File: config.mk
export PLATFORM = sky130hd
export DESIGN_NAME = check_node_serial_min_sum
export DESIGN_NICKNAME = d
export VERILOG_FILES = /design/src/rtl/check_node_serial_min_sum.sv
export SDC_FILE = /design/constraint.sdc
export NUM_CORES = 1
export LEC_CHECK = 0
export CAP_MARGIN = 20
export CORE_UTILIZATION = 25
export CTS_BUF_LIST = sky130_fd_sc_hd__clkbuf_4 sky130_fd_sc_hd__clkbuf_8
export CTS_CLUSTER_SIZE = 16
export DETAILED_ROUTE_END_ITERATION = 7
export PLACE_DENSITY = 0.44
export SYNTH_ARGS = -nofsm -noshare
export SYNTH_HDL_FRONTEND = slang
export SYNTH_SLANG_ARGS = --single-unit
File: constraint.sdc
create_clock -name clk -period 5.6 [get_ports clk]
set_input_delay 1.4 -clock clk [delete_from_list [all_inputs] [get_ports clk]]
set_output_delay 1.4 -clock clk [all_outputs]
set_load 0.05 [all_outputs]
File: src/rtl/check_node_serial_min_sum.sv
// Serial min-sum check-node processor: collects DEG sign-magnitude messages,
// tracks min1/min2/min_idx/parity, then streams DEG extrinsic messages out.
module check_node_serial_min_sum #(
    parameter int DEG    = 32,
    parameter int W      = 5,
    parameter int OFFSET = 0
) (
    input  logic         clk,
    input  logic         reset,
    input  logic         start,
    input  logic         in_valid,
    output logic         in_ready,
    input  logic [W:0]   in_msg,
    output logic         out_valid,
    input  logic         out_ready,
    output logic [W:0]   out_msg,
    output logic [5:0]   out_index,
    output logic         busy,
    output logic         done
);

    localparam int             IW      = (DEG > 1) ? $clog2(DEG) : 1;
    localparam logic [5:0]     LAST    = 6'(DEG - 1);
    localparam logic [W-1:0]   MAG_MAX = '1;
    localparam logic [W-1:0]   OFF     = W'(OFFSET);

    typedef enum logic [1:0] {
        IDLE,
        COLLECT,
        EMIT
    } state_t;

    state_t           state;
    logic [5:0]       in_cnt;
    logic [5:0]       out_cnt;
    logic [W-1:0]     min1;
    logic [W-1:0]     min2;
    logic [5:0]       min_idx;
    logic             parity;
    logic [DEG-1:0]   sign_reg;

    logic             in_fire;
    logic             out_fire;
    logic [W-1:0]     in_mag;
    logic             in_sign;
    logic [W-1:0]     sel_mag;
    logic [W-1:0]     out_mag;
    logic             out_sign;

    assign in_fire   = in_valid && in_ready;
    assign out_fire  = out_valid && out_ready;
    assign in_mag    = in_msg[W-1:0];
    assign in_sign   = in_msg[W];
    assign out_index = out_cnt;

    // NOTE: every register here uses <= so all updates see pre-edge values;
    // the small sign store is reset too because the block has no init pass.
    always_ff @(posedge clk or posedge reset) begin
        if (reset) begin
            state     <= IDLE;
            in_ready  <= 1'b0;
            out_valid <= 1'b0;
            busy      <= 1'b0;
            done      <= 1'b0;
            in_cnt    <= '0;
            out_cnt   <= '0;
            min1      <= MAG_MAX;
            min2      <= MAG_MAX;
            min_idx   <= '0;
            parity    <= 1'b0;
            sign_reg  <= '0;
        end else begin
            done <= 1'b0;
            case (state)
                IDLE: begin
                    if (start) begin
                        state    <= COLLECT;
                        in_ready <= 1'b1;
                        busy     <= 1'b1;
                        min1     <= MAG_MAX;
                        min2     <= MAG_MAX;
                        min_idx  <= '0;
                        parity   <= 1'b0;
                        in_cnt   <= '0;
                    end
                end
                COLLECT: begin
                    if (in_fire) begin
                        sign_reg[in_cnt[IW-1:0]] <= in_sign;
                        parity                   <= parity ^ in_sign;
                        // Strict compare: an equal magnitude keeps the earliest index as min1.
                        if (in_mag < min1) begin
                            min2    <= min1;
                            min1    <= in_mag;
                            min_idx <= in_cnt;
                        end else if (in_mag < min2) begin
                            min2 <= in_mag;
                        end
                        if (in_cnt == LAST) begin
                            state     <= EMIT;
                            in_ready  <= 1'b0;
                            out_valid <= 1'b1;
                            out_cnt   <= '0;
                        end else begin
                            in_cnt <= in_cnt + 6'd1;
                        end
                    end
                end
                EMIT: begin
                    if (out_fire) begin
                        if (out_cnt == LAST) begin
                            state     <= IDLE;
                            out_valid <= 1'b0;
                            busy      <= 1'b0;
                            done      <= 1'b1;
                            out_cnt   <= '0;
                        end else begin
                            out_cnt <= out_cnt + 6'd1;
                        end
                    end
                end
                default: state <= IDLE;
            endcase
        end
    end

    // Extrinsic message: exclude the edge's own contribution to min and parity.
    always_comb begin
        sel_mag  = (out_cnt == min_idx) ? min2 : min1;
        out_mag  = (sel_mag > OFF) ? (sel_mag - OFF) : '0;
        out_sign = (out_mag != '0) && (parity ^ sign_reg[out_cnt[IW-1:0]]);
        out_msg  = (state == EMIT) ? {out_sign, out_mag} : '0;
    end

endmodule
==> results.md <==
* Net total in the final layout at 427
* Avg Synthesized Cell Area at 10.1 um2
* Number of flip-flops under the largest register name at 32
* Gate count after technology mapping at 387
* Endpoints failing setup at 0
* Total negative slack at 0 ps
* Worst Hold End: sign_reg[12]
* Critical path class: flop to primary output
* Worst setup skew after layout at 7.94 ps
* Share of final-layout standard cells stronger than drive strength 1 at 0.176
* Final number of max-transition violations at 0
* Standard-cell row count at 45
* Launch instance of the worst min-delay path: sign_reg[12]
* Hold Violations, Final at 0
* Detailed Route WL at 9890 um
* Die Ht at 127 um
* Clk pin slew, worst setup/hold paths at 80 ps
* R2R Setup Slk at 2920 ps
* Leakage dissipation at 0.00192 uW
* Relative slew slack at 0.341
* Detail-routed via count per cell at 4.82
* Data required, critical path at 4200 ps
* Top library cells by usage in the layout, fill and taps aside: sky130_fd_sc_hd__dfrtp_1 (57), sky130_fd_sc_hd__nand2_1 (46), sky130_fd_sc_hd__mux2_2 (35)
* Overall die area at 16100 um2
* Worst EP arrival at 3460 ps
* Clock latency at the later pin of the worst-skew pair at 360 ps
* Number of instances on the worst hold path at 1
* Portion of the clock cycle consumed by the worst path in the final layout at 0.869
* Clock tree from TritonCTS: done
* Synthesized net count at 411
* Post-layout total power at 2050 uW
* Maximum clock frequency at 206 MHz
* Worst reg2reg path depth at 7
* First-iteration detailed-routing DRC count at 139
* Number of enable flip-flop cells after synthesis at 0
* Main flop type after synthesis: sky130_fd_sc_hd__dfrtp_1
* Vias in the first global route at 2979
* Warnings from Yosys at 0
* Clock Sink Count at 67
* Number of antenna violations at the first check in global routing at 0
* Largest net degree at the start of global routing at 42
* Cts repair resizes at 0
* Netlist area before placement at 3890 um2
* Number of distinct library cells after synthesis at 57
* Detail Route Antenna Nets at 0
* Crit path max fanout at 20
* Drt drc at 0
* Slew @ Worst Pin at 989 ps
* Flop and latch count out of synthesis at 67
* Share of the yosys chip area belonging to registers at 0.434
* Sort of element at the start of the critical path: flop
* Depth of the CTS H-tree at 3
* Number of iterations in the first detailed-routing pass at 4
* Area Growth Syn to Fin at 16.7%
* Max-cap viol count at 0
* Beginning of the worst register-to-register path: min1[2]
* Congestion Overflow GR at 0
* Antenna cell count at 0
* Number of vias in the routed layout at 2871
* Starting density of the core at 0.256
* Run status: complete, no violations
* CP endpoint kind: primary output
* Number of CTS-inserted buffers at 9
* Weighted congestion at the end of routability-driven global placement at 0.759
* Post-CTS setup-driven buffer insertion count at 0
* Detail-routed net length per standard cell at 16.6 um
* # IOs at 27
* Worst supply voltage drop on vdd at 0.135 mV
* Port Buf Inserts at 26
* Tightest Hold Check Type: flop to flop
* Setup repair after global routing missed its margin: no
* Dpl hpwl at 7160 um
* Overall global routing resource usage at 0.133
* Core region area at 15200 um2
* Global-route wire length before repair at 16400 um
* Width of the die at 127 um
* Largest buffer count on any clock path at 2
* Number of hold buffers added after cts at 0
* Min cycle time layout at 4860 ps
* CTS Root Buffer Type: sky130_fd_sc_hd__clkbuf_8
* Power per unit of standard cell area at 452 nW/um2
* Most common cell after layout, fill and taps aside: sky130_fd_sc_hd__dfrtp_1
* Share of synthesized flip-flops with an asynchronous set or reset at 1.00
* Reg-to-reg endpoint: min1[1]
[cells by family after synthesis]
group	count (synthesis)	share of synthesized area
AND/OR/NAND/NOR	136	0.181
buffers and inverters	47	0.0540
multiplexers	57	0.165
XOR/XNOR	11	0.0267
flip-flops	67	0.434
adder cells (fa/ha/maj)	13	0.0418
AO/OA/AOI/OAI	56	0.0968
[report_power, final]
group          switching (uW)  internal, uW  total, uW
Sequential                179           683        861
Clock                     209           299        509
Combinational             382           301        684
[synthesized netlist by cell type, types with 2 or more instances]
| cell type | n | area [um2] |
|---|---|---|
| sky130_fd_sc_hd__buf_4 | 2 | 15.0 |
| sky130_fd_sc_hd__nor3b_1 | 3 | 22.5 |
| sky130_fd_sc_hd__a21oi_1 | 9 | 45.0 |
| sky130_fd_sc_hd__nor3_1 | 5 | 25.0 |
| sky130_fd_sc_hd__mux2_2 | 35 | 394 |
| sky130_fd_sc_hd__o21ai_0 | 18 | 90.1 |
| sky130_fd_sc_hd__buf_6 | 2 | 22.5 |
| sky130_fd_sc_hd__nor2_1 | 17 | 63.8 |
| sky130_fd_sc_hd__dfstp_2 | 10 | 263 |
| sky130_fd_sc_hd__mux2i_1 | 20 | 200 |
| sky130_fd_sc_hd__and2_1 | 6 | 37.5 |
| sky130_fd_sc_hd__nand2_1 | 46 | 173 |
| sky130_fd_sc_hd__nand4_1 | 12 | 75.1 |
| sky130_fd_sc_hd__o22ai_1 | 2 | 12.5 |
| sky130_fd_sc_hd__nand3b_1 | 2 | 15.0 |
| sky130_fd_sc_hd__dfrtp_1 | 57 | 1430 |
| sky130_fd_sc_hd__xor2_1 | 10 | 87.6 |
| sky130_fd_sc_hd__a22oi_1 | 7 | 52.6 |
| sky130_fd_sc_hd__nor2b_1 | 7 | 43.8 |
| sky130_fd_sc_hd__a21o_1 | 2 | 15.0 |
| sky130_fd_sc_hd__inv_1 | 23 | 86.3 |
| sky130_fd_sc_hd__a311oi_1 | 2 | 17.5 |
| sky130_fd_sc_hd__clkbuf_1 | 11 | 41.3 |
| sky130_fd_sc_hd__nand2b_1 | 7 | 43.8 |
| sky130_fd_sc_hd__and3_1 | 3 | 18.8 |
| sky130_fd_sc_hd__ha_1 | 13 | 163 |
| sky130_fd_sc_hd__nand3_1 | 16 | 80.1 |
| sky130_fd_sc_hd__or3_1 | 2 | 12.5 |
| sky130_fd_sc_hd__nand4b_1 | 2 | 17.5 |
| sky130_fd_sc_hd__buf_2 | 9 | 45.0 |
[through the flow]
step                hold WS, ps  instance area [um2]   util  setup slack (ps)  cells
finish                      509                 4540  0.299               736    596
global route                528                 4540  0.299               476    596
CTS                         510                 4530  0.298               681    595
detailed placement          491                 4280  0.281              1090    579
global placement            488                 4280  0.281              1170    579
floorplan                   466                 3890      -              1920    387
[per-layer routing]
layer  track usage  share of wire  vias up
met5             0              0        -
li1              -              -     1399
met2         0.223           0.49       50
met4        0.0399         0.0095        0
met1         0.172           0.46     1411
met3        0.0295          0.038       11
[worst max-delay path by stage]
stage	start	to	slack, ps	depth (start not counted)
2_1_floorplan	out_index[2]	out_msg[0]	1920	5
5_1_grt	out_index[2]	out_msg[5]	480	6
4_1_cts	out_index[2]	out_msg[5]	680	6
3_5_place_dp	out_index[2]	out_msg[5]	1090	6
3_3_place_gp	out_index[2]	out_msg[5]	1170	6
6_report	out_index[2]	out_msg[5]	740	6
[layout make-up]
class,count,area (um2)
clock buffer,9,124
clock inverter,7,124
inverter,23,86.3
timing repair buffer,29,290
tap,188,235
multi-input combinational,273,1990
fill,1616,10700
sequential,67,1690
[worst max-delay path: stages (launching register included)]
cell and delay, ps:
sky130_fd_sc_hd__dfrtp_1 1000, sky130_fd_sc_hd__xor2_2 190, sky130_fd_sc_hd__nor4_4 490, sky130_fd_sc_hd__a211oi_1 160
sky130_fd_sc_hd__nor4b_1 260, sky130_fd_sc_hd__mux2_2 210, sky130_fd_sc_hd__clkdlybuf4s50_1 800
Note: power is estimated with default switching activity, not from simulation.
